===== config.mk =====
export PLATFORM = sky130hd
export DESIGN_NAME = i2c_txn_arbiter
export DESIGN_NICKNAME = d
export VERILOG_FILES = /design/src/rtl/i2c_txn_arbiter.sv
export SDC_FILE = /design/constraint.sdc
export NUM_CORES = 1
export LEC_CHECK = 0
export CORE_MARGIN = 10
export CORE_UTILIZATION = 45
export CTS_CLUSTER_SIZE = 12
export DETAILED_ROUTE_END_ITERATION = 8
export GPL_TIMING_DRIVEN = 0
export HOLD_SLACK_MARGIN = 0.15
export PLACE_DENSITY_LB_ADDON = 0.12
export SYNTH_ARGS = -nofsm -noshare
export SYNTH_HDL_FRONTEND = slang
export SYNTH_SLANG_ARGS = --single-unit
export TNS_END_PERCENT = 50

===== constraint.sdc =====
create_clock -name clk -period 3 [get_ports clk]
set_clock_uncertainty 0.05 [all_clocks]
set_input_delay 0.6 -clock clk [delete_from_list [all_inputs] [get_ports clk]]
set_output_delay 0.6 -clock clk [all_outputs]
set_load 0.005 [all_outputs]

===== src/rtl/i2c_txn_arbiter.sv =====
// i2c_txn_arbiter: round-robin arbiter sharing one I2C master between NREQ requesters
//
// Latches the winning requester's address, data and repeated-start flag, then drives
// the master's enable/command port for the whole transaction. Each transaction ends
// with a done pulse (and err on NACK) to the granted requester.
//
// Ports:
//   clk, rst_n            clock, asynchronous active-low reset
//   i_req                 per-requester request level
//   i_req_addr/data       8-bit slave address / write data per requester, slice i = [8i+7:8i]
//   i_req_rstart          per-requester repeated-start flag
//   o_gnt                 one-hot grant, held for the whole transaction
//   o_done / o_err        one-cycle completion / error pulse to the granted requester
//   o_m_*                 latched command to the I2C master plus its enable
//   i_m_busy/done/nack    master status
//
// Optional feature: define I2C_ARB_TIMEOUT_EN to enable a TIMEOUT-cycle watchdog that
// ends a hung transaction with done+err.
module i2c_txn_arbiter #(
    parameter int NREQ    = 4,
    parameter int TIMEOUT = 1023
) (
    input  logic              clk,
    input  logic              rst_n,
    input  logic [NREQ-1:0]   i_req,
    input  logic [8*NREQ-1:0] i_req_addr,
    input  logic [8*NREQ-1:0] i_req_data,
    input  logic [NREQ-1:0]   i_req_rstart,
    output logic [NREQ-1:0]   o_gnt,
    output logic [NREQ-1:0]   o_done,
    output logic [NREQ-1:0]   o_err,
    output logic              o_m_enable,
    output logic [7:0]        o_m_slave_address,
    output logic [7:0]        o_m_data_in,
    output logic              o_m_repeated_start,
    input  logic              i_m_busy,
    input  logic              i_m_done,
    input  logic              i_m_nack
);
    localparam int PW = $clog2(NREQ);

    typedef enum logic [1:0] {IDLE, LAUNCH, RUN, COMPLETE} state_t;

    state_t        r_state;
    logic [PW-1:0] r_ptr;
    logic [PW-1:0] r_idx;
    logic [PW-1:0] w_sel;
    logic [PW-1:0] w_j;
    logic          w_to;
    logic          w_fin;
    logic          w_nack;

    // Scan downward from ptr+NREQ-1 so the last hit is the closest set bit at or after ptr.
    always_comb begin
        w_sel = r_ptr;
        w_j   = '0;
        for (int k = NREQ - 1; k >= 0; k--) begin
            w_j = PW'((int'(r_ptr) + k) % NREQ);
            if (i_req[w_j]) w_sel = w_j;
        end
    end

`ifdef I2C_ARB_TIMEOUT_EN
    logic [15:0] r_cnt;
    assign w_to = (r_cnt == 16'(TIMEOUT - 1));
`else
    // Watchdog compiled out: transactions wait for m_done indefinitely.
    assign w_to = (TIMEOUT < 0);
`endif

    // A real m_done takes priority; a watchdog-only finish always reports an error.
    assign w_fin  = i_m_done | w_to;
    assign w_nack = i_m_done ? i_m_nack : 1'b1;

    always_ff @(posedge clk or negedge rst_n) begin
        if (!rst_n) begin
            r_state            <= IDLE;
            r_ptr              <= '0;
            r_idx              <= '0;
            o_gnt              <= '0;
            o_done             <= '0;
            o_err              <= '0;
            o_m_enable         <= 1'b0;
            o_m_slave_address  <= '0;
            o_m_data_in        <= '0;
            o_m_repeated_start <= 1'b0;
`ifdef I2C_ARB_TIMEOUT_EN
            r_cnt              <= '0;
`endif
        end else begin
            o_done <= '0;
            o_err  <= '0;
            case (r_state)
                IDLE: if (|i_req) begin
                    r_idx              <= w_sel;
                    o_gnt              <= {{(NREQ-1){1'b0}}, 1'b1} << w_sel;
                    o_m_slave_address  <= i_req_addr[{w_sel, 3'b000} +: 8];
                    o_m_data_in        <= i_req_data[{w_sel, 3'b000} +: 8];
                    o_m_repeated_start <= i_req_rstart[w_sel];
                    r_state            <= LAUNCH;
`ifdef I2C_ARB_TIMEOUT_EN
                    r_cnt              <= '0;
`endif
                end
                LAUNCH, RUN: begin
                    o_m_enable <= 1'b1;
`ifdef I2C_ARB_TIMEOUT_EN
                    r_cnt      <= r_cnt + 16'd1;
`endif
                    if (w_fin) begin
                        o_done  <= o_gnt;
                        o_err   <= o_gnt & {NREQ{w_nack}};
                        r_state <= COMPLETE;
                    end else if (r_state == LAUNCH && i_m_busy) begin
                        r_state <= RUN;
                    end
                end
                default: begin
                    o_m_enable         <= 1'b0;
                    o_gnt              <= '0;
                    o_m_slave_address  <= '0;
                    o_m_data_in        <= '0;
                    o_m_repeated_start <= 1'b0;
                    r_ptr              <= (r_idx == PW'(NREQ - 1)) ? '0 : r_idx + 1'b1;
                    r_state            <= IDLE;
                end
            endcase
        end
    end
endmodule


After elaboration in Yosys (flattened, before gate mapping)
Index checks and enable logic that the tools add are counted.
{ "op_classes": {"addsub": 4, "n_lt_le_gt_ge": 5, "n_eq_ne": 5, "shifts": 3, "mux": 33, "n_bitwise": 2, "reduce_logical": 8} }
{ "op_table": {"columns": ["cell", "count"], "rows": [
  ["32-bit by 6-bit variable part select with 8-bit output", 2],
  ["8-bit one-hot mux with 2 select lines", 2],
  ["4-bit 2-to-1 mux", 5],
  ["2-bit 2-to-1 mux", 8],
  ["8-bit 2-to-1 mux", 2],
  ["2-bit by 3-bit < comparator with 1-bit output, second input constant", 5],
  ["1-bit binary-select mux with 2-bit select", 5],
  ["4-bit one-hot mux with 2 select lines", 1],
  ["1-bit 2-to-1 mux", 7],
  ["2-bit AND reduction", 3],
  ["2-bit by 1-bit adder with 2-bit output, second input constant", 2],
  ["2-bit adder, second input constant", 2],
  ["4-bit bitwise AND", 1],
  ["2-bit == test, second input constant", 2],
  ["1-bit one-hot mux with 2 select lines", 2],
  ["2-bit one-hot mux with 2 select lines", 1],
  ["4-bit OR reduction", 1],
  ["1-bit by 2-bit << shifter with 4-bit output, first input constant", 1],
  ["3-bit != test, second input constant", 1],
  ["3-bit OR reduction", 1],
  ["2-bit by 1-bit == test with 1-bit output, second input constant", 1],
  ["2-bit logical NOT", 1],
  ["2-bit != test, second input constant", 1],
  ["2-bit OR reduction", 1],
  ["other kinds (2)", 2]
]} }
{ "word_totals": {"reg_bits": 36, "wordCells": 70} }

Logic depth before layout (Yosys ltp)
Gate-level depths: netlist (run 1).
{ "depth": {"depth_word": 11, "mapped_depth": 8, "depth_no_buf": 6} }

Worst setup path after synthesis (run 1)
OpenSTA, ideal clock, no wires.
{ "synth_path": {"path_type": "in2reg", "start": "input port i_req[2]", "end": "register o_m_data_in[2]", "setup_time_ns": 0.122, "t_arrival_ns": 1.812, "required_time_ns": 2.828, "setup_slack_ns": 1.016, "stages": 7, "path_buffers": 2, "path_cell_list": "nor2b_1 o21ai_2 and3_4 buf_6 buf_6 o211ai_2 a32o_1"} }
{ "synth_via": {"elab_chain_len": 9, "elab_cells_between_ends": 18, "classes_between": "eq/ne: 1; shift: 1; mux: 14; reduce/logical: 2"} }
{ "synth_rtl": {"columns": ["item", "line", "rtl"], "rows": [
  ["from (decl)", "25", "input logic [NREQ-1:0] i_req,"],
  ["1-bit binary-select mux with 2-bit select", "59", "if (i_req[w_j]) w_sel = w_j;"],
  ["1-bit 2-to-1 mux (implied by the code)", "59", null],
  ["2-bit 2-to-1 mux (4 in series)", "59", null],
  ["32-bit by 6-bit variable part select with 8-bit output", "98", "o_m_data_in <= i_req_data[{w_sel, 3'b000} +: 8];"],
  ["8-bit 2-to-1 mux", "94", "IDLE: if (|i_req) begin"],
  ["8-bit one-hot mux with 2 select lines", "93", "case (r_state)"],
  ["to (signal assigned)", "98", null],
  ["to (decl)", "34", "output logic [7:0] o_m_data_in,"]
]} }
Several ways; a longest one is shown, not always the timed one. The select of a mux whose other input is x is not followed.
A chain may end at the register's enable or synchronous reset.

Worst setup path after layout (run 1)
{ "layout_path": {"start": "input port i_req[0]", "end": "register o_m_data_in[3]"} }
Same word-level chain as after synthesis.

==> impl_metrics.env, run 1 <==
export IMPL_clockRootBuffer="clkbuf_8"
export IMPL_crit_path_end_kind="register"
export IMPL_place_congestion=0.768
export IMPL_io_pins=107
export IMPL_antenna_found_initial=0
export IMPL_synthArstFlopShare_pct=100
export IMPL_path_buf_inv=3
export IMPL_fin_crit_sh_pct=82.8
export IMPL_maxSlewHeadroom_pct=43.9
export IMPL_finalWirelength_mm=7.64
export IMPL_grt_pass1_vias=2439
export IMPL_synthMostInstantiatedCell="inv_1"
export IMPL_yosysTopAreaCellShare_pct=38.4
export IMPL_fin_nets=430
export IMPL_use_met3_pct=7.33
export IMPL_crit_family="buffers and inverters"
export IMPL_grt_usage_pct=17.8
export IMPL_drt_antenna_violating_nets=0
export IMPL_slew_viol_final=0
export IMPL_postSynthCellCount=236
export IMPL_grt_busiest_layer="met2"
export IMPL_numClockSinks=36
export IMPL_cp_start_kind="primary input"
export IMPL_finalHoldViolCount=0
export IMPL_synth_edf_count=0
export IMPL_synthTopCellsByCount="inv_1 (39), dfrtp_1 (36), nand4_1 (34)"
export IMPL_ys_flop_type="dfrtp_1"
export IMPL_post_cts_buffers=0
export IMPL_p_total_mw=2.89
export IMPL_regArea_um2=901
export IMPL_drc=0
export IMPL_dr_first_iter_drc_count=87
export IMPL_cts_resized=0
export IMPL_io_buffers=106
export IMPL_numCtsBuffers=5
export IMPL_max_cap_violations=0
export IMPL_synth_top_area_cell="dfrtp_1"
export IMPL_drive_above_1_share_pct=14.3
export IMPL_multi_input_area_um2=1150
export IMPL_tritoncts="done"
export IMPL_worstPathArrival_ns=2.62
export IMPL_finalCriticalPeriod_ns=2.49
export IMPL_synth_area_um2=2340
export IMPL_syn_avg_cell_area_um2=9.94
export IMPL_rows=26
export IMPL_grt_pass1_wl_mm=12.2
export IMPL_max_freq_mhz=402
export IMPL_ir_drop_v=0.000445
export IMPL_die_width_um=92.2
export IMPL_path_clk_slew_ns=0.08
export IMPL_synthesis_nets=317
export IMPL_clock_latency_ns=0.29
export IMPL_ys_ff_latch=36
export IMPL_area_growth_synth_to_final_pct=53.5
export IMPL_grt_max_degree=37
export IMPL_synth_warnings=0
export IMPL_dpl_hpwl_mm=5.89
export IMPL_use_met1_pct=20.5
export IMPL_critPathSlowestCell="clkdlybuf4s50_1"
export IMPL_rsz0062_at_grt="false"
export IMPL_synth_cell_types=35
export IMPL_power_density_nw_per_um2=804
export IMPL_ys_top_cells_by_area="dfrtp_1 (38%), o211ai_2 (15%), nand4_1 (9.1%), a32o_1 (9.0%), inv_1 (6.2%)"
export IMPL_hp_class="in -> async"
export IMPL_tns_ns=0
export IMPL_finalSetupViolations=0
export IMPL_synth_seq_area_share_pct=38.4
export IMPL_diodes=0
export IMPL_gr_usage_met2_pct=29.9
export IMPL_routed_via_count=2300
export IMPL_p_leak_nw=1.57
export IMPL_max_stage_delay_ns=0.51
export IMPL_clockBufferDepth=2
export IMPL_outcome="finished, final reports clean"
export IMPL_firstDrtPassIters=4
export IMPL_post_drt_wl_per_cell_um=18.2
export IMPL_cp_cell_sequence="clkdlybuf4s50_1, nor2b_1, o21ai_2, and3_4, buf_6, buf_6, o211ai_2, a32o_1"
export IMPL_path_class="in -> reg"
export IMPL_fp_dieH_um=92.2
export IMPL_critPathMostFrequentCell="buf_6"
export IMPL_cts_htree_levels=2
export IMPL_required_ns=3.13
export IMPL_fillerInstances=433
export IMPL_ctsHoldBuffers=0
export IMPL_via_per_inst=5.48
export IMPL_overflow=0
export IMPL_crit_path_max_fanout=10
export IMPL_start_util_pct=46.2
export IMPL_core_area_um2=5070
export IMPL_max_slew_worst_pin_slew_ns=0.841
export IMPL_dieArea_um2=8500
==> metal layers <==
metal,up-vias,share of wire [%]
met5,-,0
met4,0,0.67
met3,6,8.0
met2,84,48
met1,1097,43
li1,1113,-
==> cells by family (layout without fill, tap and decap cells) <==
| kind of cell | Yosys count | in the layout | synth area share (%) |
|---|---|---|---|
| AO/OA/AOI/OAI | 68 | 68 | 29.9 |
| AND/OR/NAND/NOR | 64 | 64 | 16.2 |
| buffers and inverters | 62 | 176 | 12.4 |
| flip-flops | 36 | 36 | 38.4 |
| adder cells (fa/ha/maj) | 4 | 4 | 2.13 |
| multiplexers | 2 | 2 | 0.907 |
==> state kept, by name, indices dropped and copies added, names as in the netlist <==
signal	count
o_m_slave_address	8
o_m_data_in	8
o_m_repeated_start	1
o_done	4
r_ptr	2
r_idx	2
o_m_enable	1
o_err	4
o_gnt	4
r_state	2
==> final cells by class <==
type / instances / share of cell area (%)
Clock buffer: 5 / 1.91
Tap cell: 70 / 2.43
Inverter: 39 / 4.07
Sequential cell: 36 / 25.0
Timing Repair Buffer: 106 / 29.3
Multi-Input combinational cell: 138 / 32.0
Clock inverter: 3 / 1.18
Buffer: 23 / 4.00
==> worst paths after layout <==
check / startpoint / to / slack, ns / cells after the start
worst max-delay path: i_req[0] / o_m_data_in[3]$_DFFE_PN0P_ / 0.51 / 8
worst min-delay path: rst_n / o_gnt[0]$_DFFE_PN0P_ / 0.36 / 1
worst max register to register: r_ptr[1]$_DFFE_PN0N_ / o_m_data_in[3]$_DFFE_PN0P_ / 0.96 / 6
worst min register to register: o_m_enable$_DFFE_PN0N_ / o_m_enable$_DFFE_PN0N_ / 0.44 / 2
max in group asynchronous: rst_n / o_m_data_in[1]$_DFFE_PN0P_ / 2.02 / 1
min in group clk: o_m_enable$_DFFE_PN0N_ / o_m_enable$_DFFE_PN0N_ / 0.44 / 2
==> placed cells by master (no fill, tap or decap), types with 4 or more instances in the layout <==
cell and n:
clkdlybuf4s50_1 105, inv_1 39, dfrtp_1 36, nand4_1 34, o211ai_2 28, a32o_1 21, clkbuf_1 12, and3_1 7
nand2_1 6, o211ai_1 6, buf_6 5, clkbuf_8 5, nor2_1 4, o21ai_0 4, buf_2 4, ha_1 4
==> through the flow <==
stage	instance area (µm²)	worst slack [ns]	hold WS, ns	utilization, %	instances
after global routing	3600	0.372	0.410	70.9	420
final	3600	0.515	0.358	70.9	420
after detailed placement	3490	0.211	0.427	68.7	412
after global placement	3490	0.235	0.418	68.8	412
after floorplan	2340	1.02	0.254	-	236
after CTS	3600	0.519	0.380	70.9	420
==> where the power goes <==
part / leakage (nW) / internal (mW) / switching (mW)
logic: 1.04 / 0.794 / 0.930
clock network: 0.0541 / 0.246 / 0.190
registers: 0.478 / 0.638 / 0.0948
total: 1.57 / 1.68 / 1.21
Power figures use the tool's default switching activity.
==> inputs of run 2 (changes only) <==
- CORE_UTILIZATION: 45 -> 42
- clock period: 3 -> 2.3 ns (I/O delays scaled with it)
==> impl_metrics.env, run 2 (same netlist as run 1, synthesis figures left out) <==
export IMPL_outcome="finished, final reports clean"
export IMPL_firstDrtPassIters=4
export IMPL_hp_class="in -> async"
export IMPL_ctsHoldBuffers=0
export IMPL_finalHoldViolCount=0
export IMPL_drt_antenna_violating_nets=0
export IMPL_finalCriticalPeriod_ns=2.24
export IMPL_finalSetupViolations=0
export IMPL_clockBufferDepth=2
export IMPL_reg2reg_depth=7
export IMPL_via_per_inst=5.43
export IMPL_numClockSinks=36
export IMPL_cp_cell_sequence="clkdlybuf4s50_1, inv_1, o32a_1, clkbuf_4, and3_4, buf_6, buf_6, o211ai_2, a32o_1"
export IMPL_post_drt_wl_per_cell_um=18.6
export IMPL_worstPathArrival_ns=2.41
export IMPL_rows=27
export IMPL_crit_path_max_fanout=10
export IMPL_place_congestion=0.792
export IMPL_dpl_hpwl_mm=5.96
export IMPL_io_pins=107
export IMPL_cts_htree_levels=2
export IMPL_max_slew_worst_pin_slew_ns=0.813
export IMPL_slew_viol_final=0
export IMPL_power_density_nw_per_um2=1050
export IMPL_ir_drop_v=0.000471
export IMPL_setup_slack_ns=0.0641
export IMPL_critPathSlowestCell="clkdlybuf4s50_1"
export IMPL_ff2ff_setup_slack_ns=0.27
export IMPL_grt_max_degree=37
export IMPL_tritoncts="done"
export IMPL_final_cell_mix="clkdlybuf4s50_1 (102), inv_1 (39), dfrtp_1 (36)"
export IMPL_fp_dieH_um=94.7
export IMPL_antenna_found_initial=0
export IMPL_required_ns=2.48
export IMPL_drc=0
export IMPL_routed_via_count=2298
export IMPL_max_cap_violations=0
export IMPL_start_util_pct=42.8
export IMPL_path_class="in -> reg"
export IMPL_dr_first_iter_drc_count=116
export IMPL_clockRootBuffer="clkbuf_8"
export IMPL_clock_latency_ns=0.30
export IMPL_fin_crit_sh_pct=97.2
export IMPL_numCtsBuffers=5
export IMPL_fillerInstances=474
export IMPL_grt_pass1_vias=2456
export IMPL_fin_util_pct=66.6
export IMPL_core_area_um2=5470
export IMPL_overflow=0
export IMPL_fin_nets=431
export IMPL_io_buffers=106
export IMPL_path_clk_slew_ns=0.08
export IMPL_final_common_cell="clkdlybuf4s50_1"
export IMPL_finalWirelength_mm=7.86
export IMPL_crit_start="i_req[2]"
export IMPL_top_regs="o_m_data_in: 8 flops, o_m_slave_address: 8 flops"
export IMPL_cp_endpoint="o_m_data_in[4]$_DFFE_PN0P_"
export IMPL_grt_pass1_wl_mm=12.4
export IMPL_preCtsSetupSlack_ns=-0.337
export IMPL_cp_start_kind="primary input"
export IMPL_max_freq_mhz=447
export IMPL_crit_path_end_kind="register"
export IMPL_die_width_um=94.7
export IMPL_maxSlewHeadroom_pct=45.8
export IMPL_area_growth_synth_to_final_pct=55.5
export IMPL_rr_endpoint="o_m_data_in[4]$_DFFE_PN0P_"
export IMPL_critPathMostFrequentCell="buf_6"
export IMPL_max_stage_delay_ns=0.55
export IMPL_diodes=0
export IMPL_r2r_start="r_ptr[1]$_DFFE_PN0N_"
export IMPL_drive_above_1_share_pct=17.1
export IMPL_p_leak_nw=1.63
export IMPL_grt_usage_pct=17.5
export IMPL_dieArea_um2=8970
==> run 2: cell types whose count changed in the layout (fill, tap and decap cells not counted), sizes merged <==
cell           change
dlymetal6s2s       +3
buf                -3
clkdlybuf4s50      -3
clkbuf             +4
==> run 2: through the flow <==
step	instances	power (mW)	hold WS, ns	TNS [ns]	area, µm²
after CTS	422	3.81	0.234	0	3610
final	423	3.82	0.197	0	3650
after detailed placement	414	3.22	0.422	-6.66	3490
after floorplan	236	2.38	0.114	0	2340
after global placement	414	3.19	0.419	-11.89	3500
after global routing	423	4.09	0.274	-0.0385	3650
==> run 2: layer usage <==
metal	part of all wire, %	vias to the layer above	GRT usage (%)
met5	0	-	0
met4	1.5	0	6.23
met3	8.9	10	6.19
met2	47	89	28.5
met1	42	1077	20.9
li1	-	1122	-
==> run 2: critical path: cells and delay by family <==
family	cells	cell delay, ns
buffers and inverters	5	1.11
AOI/OAI and AO/OA	3	0.68
and+or+nand+nor	1	0.17
==> run 2: repair_timing <==
| action | CTS | global route |
|---|---|---|
| endpoints found under the hold margin | 0 | 0 |
| pin swaps | 0 | 1 |
| setup endpoints to repair | 17 | 22 |
| resized for setup | 1 | 20 |
| buffers inserted | 0 | 1 |
==> run 2: worst min path at each step <==
stage | startpoint | endpoint | slack [ns]
after global placement | o_m_enable$_DFFE_PN0N_ | o_m_enable$_DFFE_PN0N_ | 0.42
after CTS | rst_n | o_m_repeated_start$_DFFE_PN0P_ | 0.23
after global routing | rst_n | o_m_enable$_DFFE_PN0N_ | 0.27
final | rst_n | o_m_enable$_DFFE_PN0N_ | 0.20
after floorplan | rst_n | o_done[0]$_DFF_PN0_ | 0.11
after detailed placement | o_m_enable$_DFFE_PN0N_ | o_m_enable$_DFFE_PN0N_ | 0.42
==> run 2: final cells by class <==
type	count	area [µm²]	area share (%)
clock buffers	5	68.8	1.89
repair buffers	107	1070	29.4
inverters	39	146	4.02
plain buffers	23	159	4.36
clock inverters	3	42.5	1.17
flip-flops and latches	36	901	24.7
multi-input cells	138	1170	32.0
well taps	72	90.1	2.47
==> run 2: power breakdown <==
part           total, mW  internal [mW]  switching [mW]
Sequential         0.960          0.832           0.128
Clock              0.573          0.321           0.252
Combinational       2.29           1.06            1.23
==> inputs of run 3 (changes only) <==
- CORE_MARGIN: 10 -> 3
- CTS_CLUSTER_SIZE: 12 -> 28
==> impl_metrics.env, run 3 (same netlist as run 1, synthesis figures left out) <==
export IMPL_drive_above_1_share_pct=16.2
export IMPL_dieArea_um2=6510
export IMPL_firstDrtPassIters=4
export IMPL_path_clk_slew_ns=0.08
export IMPL_start_util_pct=44.8
export IMPL_final_cell_mix="clkdlybuf4s50_1 (102), inv_1 (39), dfrtp_1 (36)"
export IMPL_numCtsBuffers=5
export IMPL_power_switching_mw=1.58
export IMPL_top_regs="o_m_data_in: 8 flops, o_m_slave_address: 8 flops"
export IMPL_rsz0062_at_grt="false"
export IMPL_area_growth_synth_to_final_pct=55.2
export IMPL_fin_crit_sh_pct=97.3
export IMPL_place_congestion=0.780
export IMPL_antenna_found_initial=0
export IMPL_dr_first_iter_drc_count=101
export IMPL_final_common_cell="clkdlybuf4s50_1"
export IMPL_ir_drop_v=0.000494
export IMPL_finalHoldViolCount=0
export IMPL_p_leak_nw=1.62
export IMPL_via_per_inst=5.48
export IMPL_max_cap_violations=0
export IMPL_tritoncts="done"
export IMPL_dpl_hpwl_mm=5.23
export IMPL_grt_pass1_vias=2230
export IMPL_io_buffers=106
export IMPL_required_ns=2.43
export IMPL_p_total_mw=3.79
export IMPL_overflow=0
export IMPL_numClockSinks=36
export IMPL_grt_usage_pct=21.6
export IMPL_clock_latency_ns=0.29
export IMPL_pwr_share_clk_pct=14.8
export IMPL_crit_path_max_fanout=10
export IMPL_preCtsSetupSlack_ns=-0.348
export IMPL_core_area_um2=5240
export IMPL_io_pins=107
export IMPL_slew_viol_final=0
export IMPL_p_int_mw=2.21
export IMPL_power_density_nw_per_um2=1040
export IMPL_crit_path_end_kind="register"
export IMPL_cts_htree_levels=2
export IMPL_pwr_share_seq_pct=25.5
export IMPL_rows=26
export IMPL_die_width_um=80.7
export IMPL_fin_nets=431
export IMPL_combPwrFrac_pct=59.7
export IMPL_finalSetupViolations=0
export IMPL_grt_max_degree=37
export IMPL_drc=0
export IMPL_cp_start_kind="primary input"
export IMPL_maxSlewHeadroom_pct=46.8
export IMPL_outcome="finished, final reports clean"
export IMPL_ff2ff_setup_slack_ns=0.28
export IMPL_worstPathArrival_ns=2.37
export IMPL_clockBufferDepth=2
export IMPL_grt_pass1_wl_mm=10.9
export IMPL_netSwitchingFraction_pct=41.7
export IMPL_finalWirelength_mm=7.06
export IMPL_finalCriticalPeriod_ns=2.24
export IMPL_reg2reg_depth=7
export IMPL_drt_antenna_violating_nets=0
export IMPL_fin_util_pct=69.5
export IMPL_diodes=0
export IMPL_clockRootBuffer="clkbuf_8"
export IMPL_ctsHoldBuffers=0
export IMPL_path_class="in -> reg"
export IMPL_routed_via_count=2305
export IMPL_fp_dieH_um=80.7
export IMPL_setup_slack_ns=0.0610
export IMPL_post_drt_wl_per_cell_um=16.8
export IMPL_hp_class="in -> async"
export IMPL_max_slew_worst_pin_slew_ns=0.798
export IMPL_max_freq_mhz=447
[run 3: critical path, stage by stage]
cell and delay (ns):
clkdlybuf4s50_1 0.56, inv_1 0.06, o32a_1 0.32, clkbuf_4 0.19, buf_1 0.24, nand4_1 0.19
o211ai_2 0.10, a32o_1 0.26
[run 3: power by group through the flow]
stage / Clock (mW) / Sequential [mW] / Combinational (mW)
detailed placement: 0 / 0.973 / 2.23
global placement: 0 / 0.966 / 2.19
floorplan: 0 / 0.961 / 1.42
finish: 0.562 / 0.966 / 2.26
global route: 0.599 / 0.985 / 2.46
CTS: 0.570 / 0.965 / 2.25
[run 3: area by class of cell]
type / count / area (µm²)
clock buffers: 5 / 68.8
multi-input cells: 138 / 1170
plain buffers: 23 / 155
clock inverters: 3 / 42.5
fillers: 417 / 1600
flip-flops and latches: 36 / 901
well taps: 70 / 87.6
inverters: 39 / 146
repair buffers: 107 / 1070
[run 3: worst paths after layout]
kind | from | endpoint
worst max-delay path | i_req[2] | o_m_data_in[4]$_DFFE_PN0P_
worst min-delay path | rst_n | r_state[0]$_DFFE_PN0P_
worst max register to register | r_ptr[1]$_DFFE_PN0N_ | o_m_slave_address[0]$_DFFE_PN0P_
worst min register to register | o_m_enable$_DFFE_PN0N_ | o_m_enable$_DFFE_PN0N_
max in group asynchronous | rst_n | o_m_data_in[7]$_DFFE_PN0P_
min in group clk | o_m_enable$_DFFE_PN0N_ | o_m_enable$_DFFE_PN0N_
[run 3: repair_timing]
action / in CTS / in global routing
setup endpoints to repair: 20 / 20
pin swaps: 0 / 1
resized for setup: 2 / 14
buffers inserted: 0 / 1
[run 3: layer usage]
metal  global-route usage [%]  wire [µm]  up-vias
li1                         -          -     1120
met4                     5.74         53        0
met3                     5.16        535        6
met2                     36.9       3440       89
met1                     27.2       3030     1090
met5                        0          0        -
[run 3: metrics by stage]
step           TNS [ns]  cells  cell area (µm²)  hold slack [ns]
5_1_grt               0    421             3640            0.272
2_1_floorplan         0    236             2340            0.114
6_report              0    421             3640            0.200
3_5_place_dp      -7.29    412             3490            0.430
4_1_cts               0    420             3610            0.229
3_3_place_gp     -11.13    412             3490            0.416
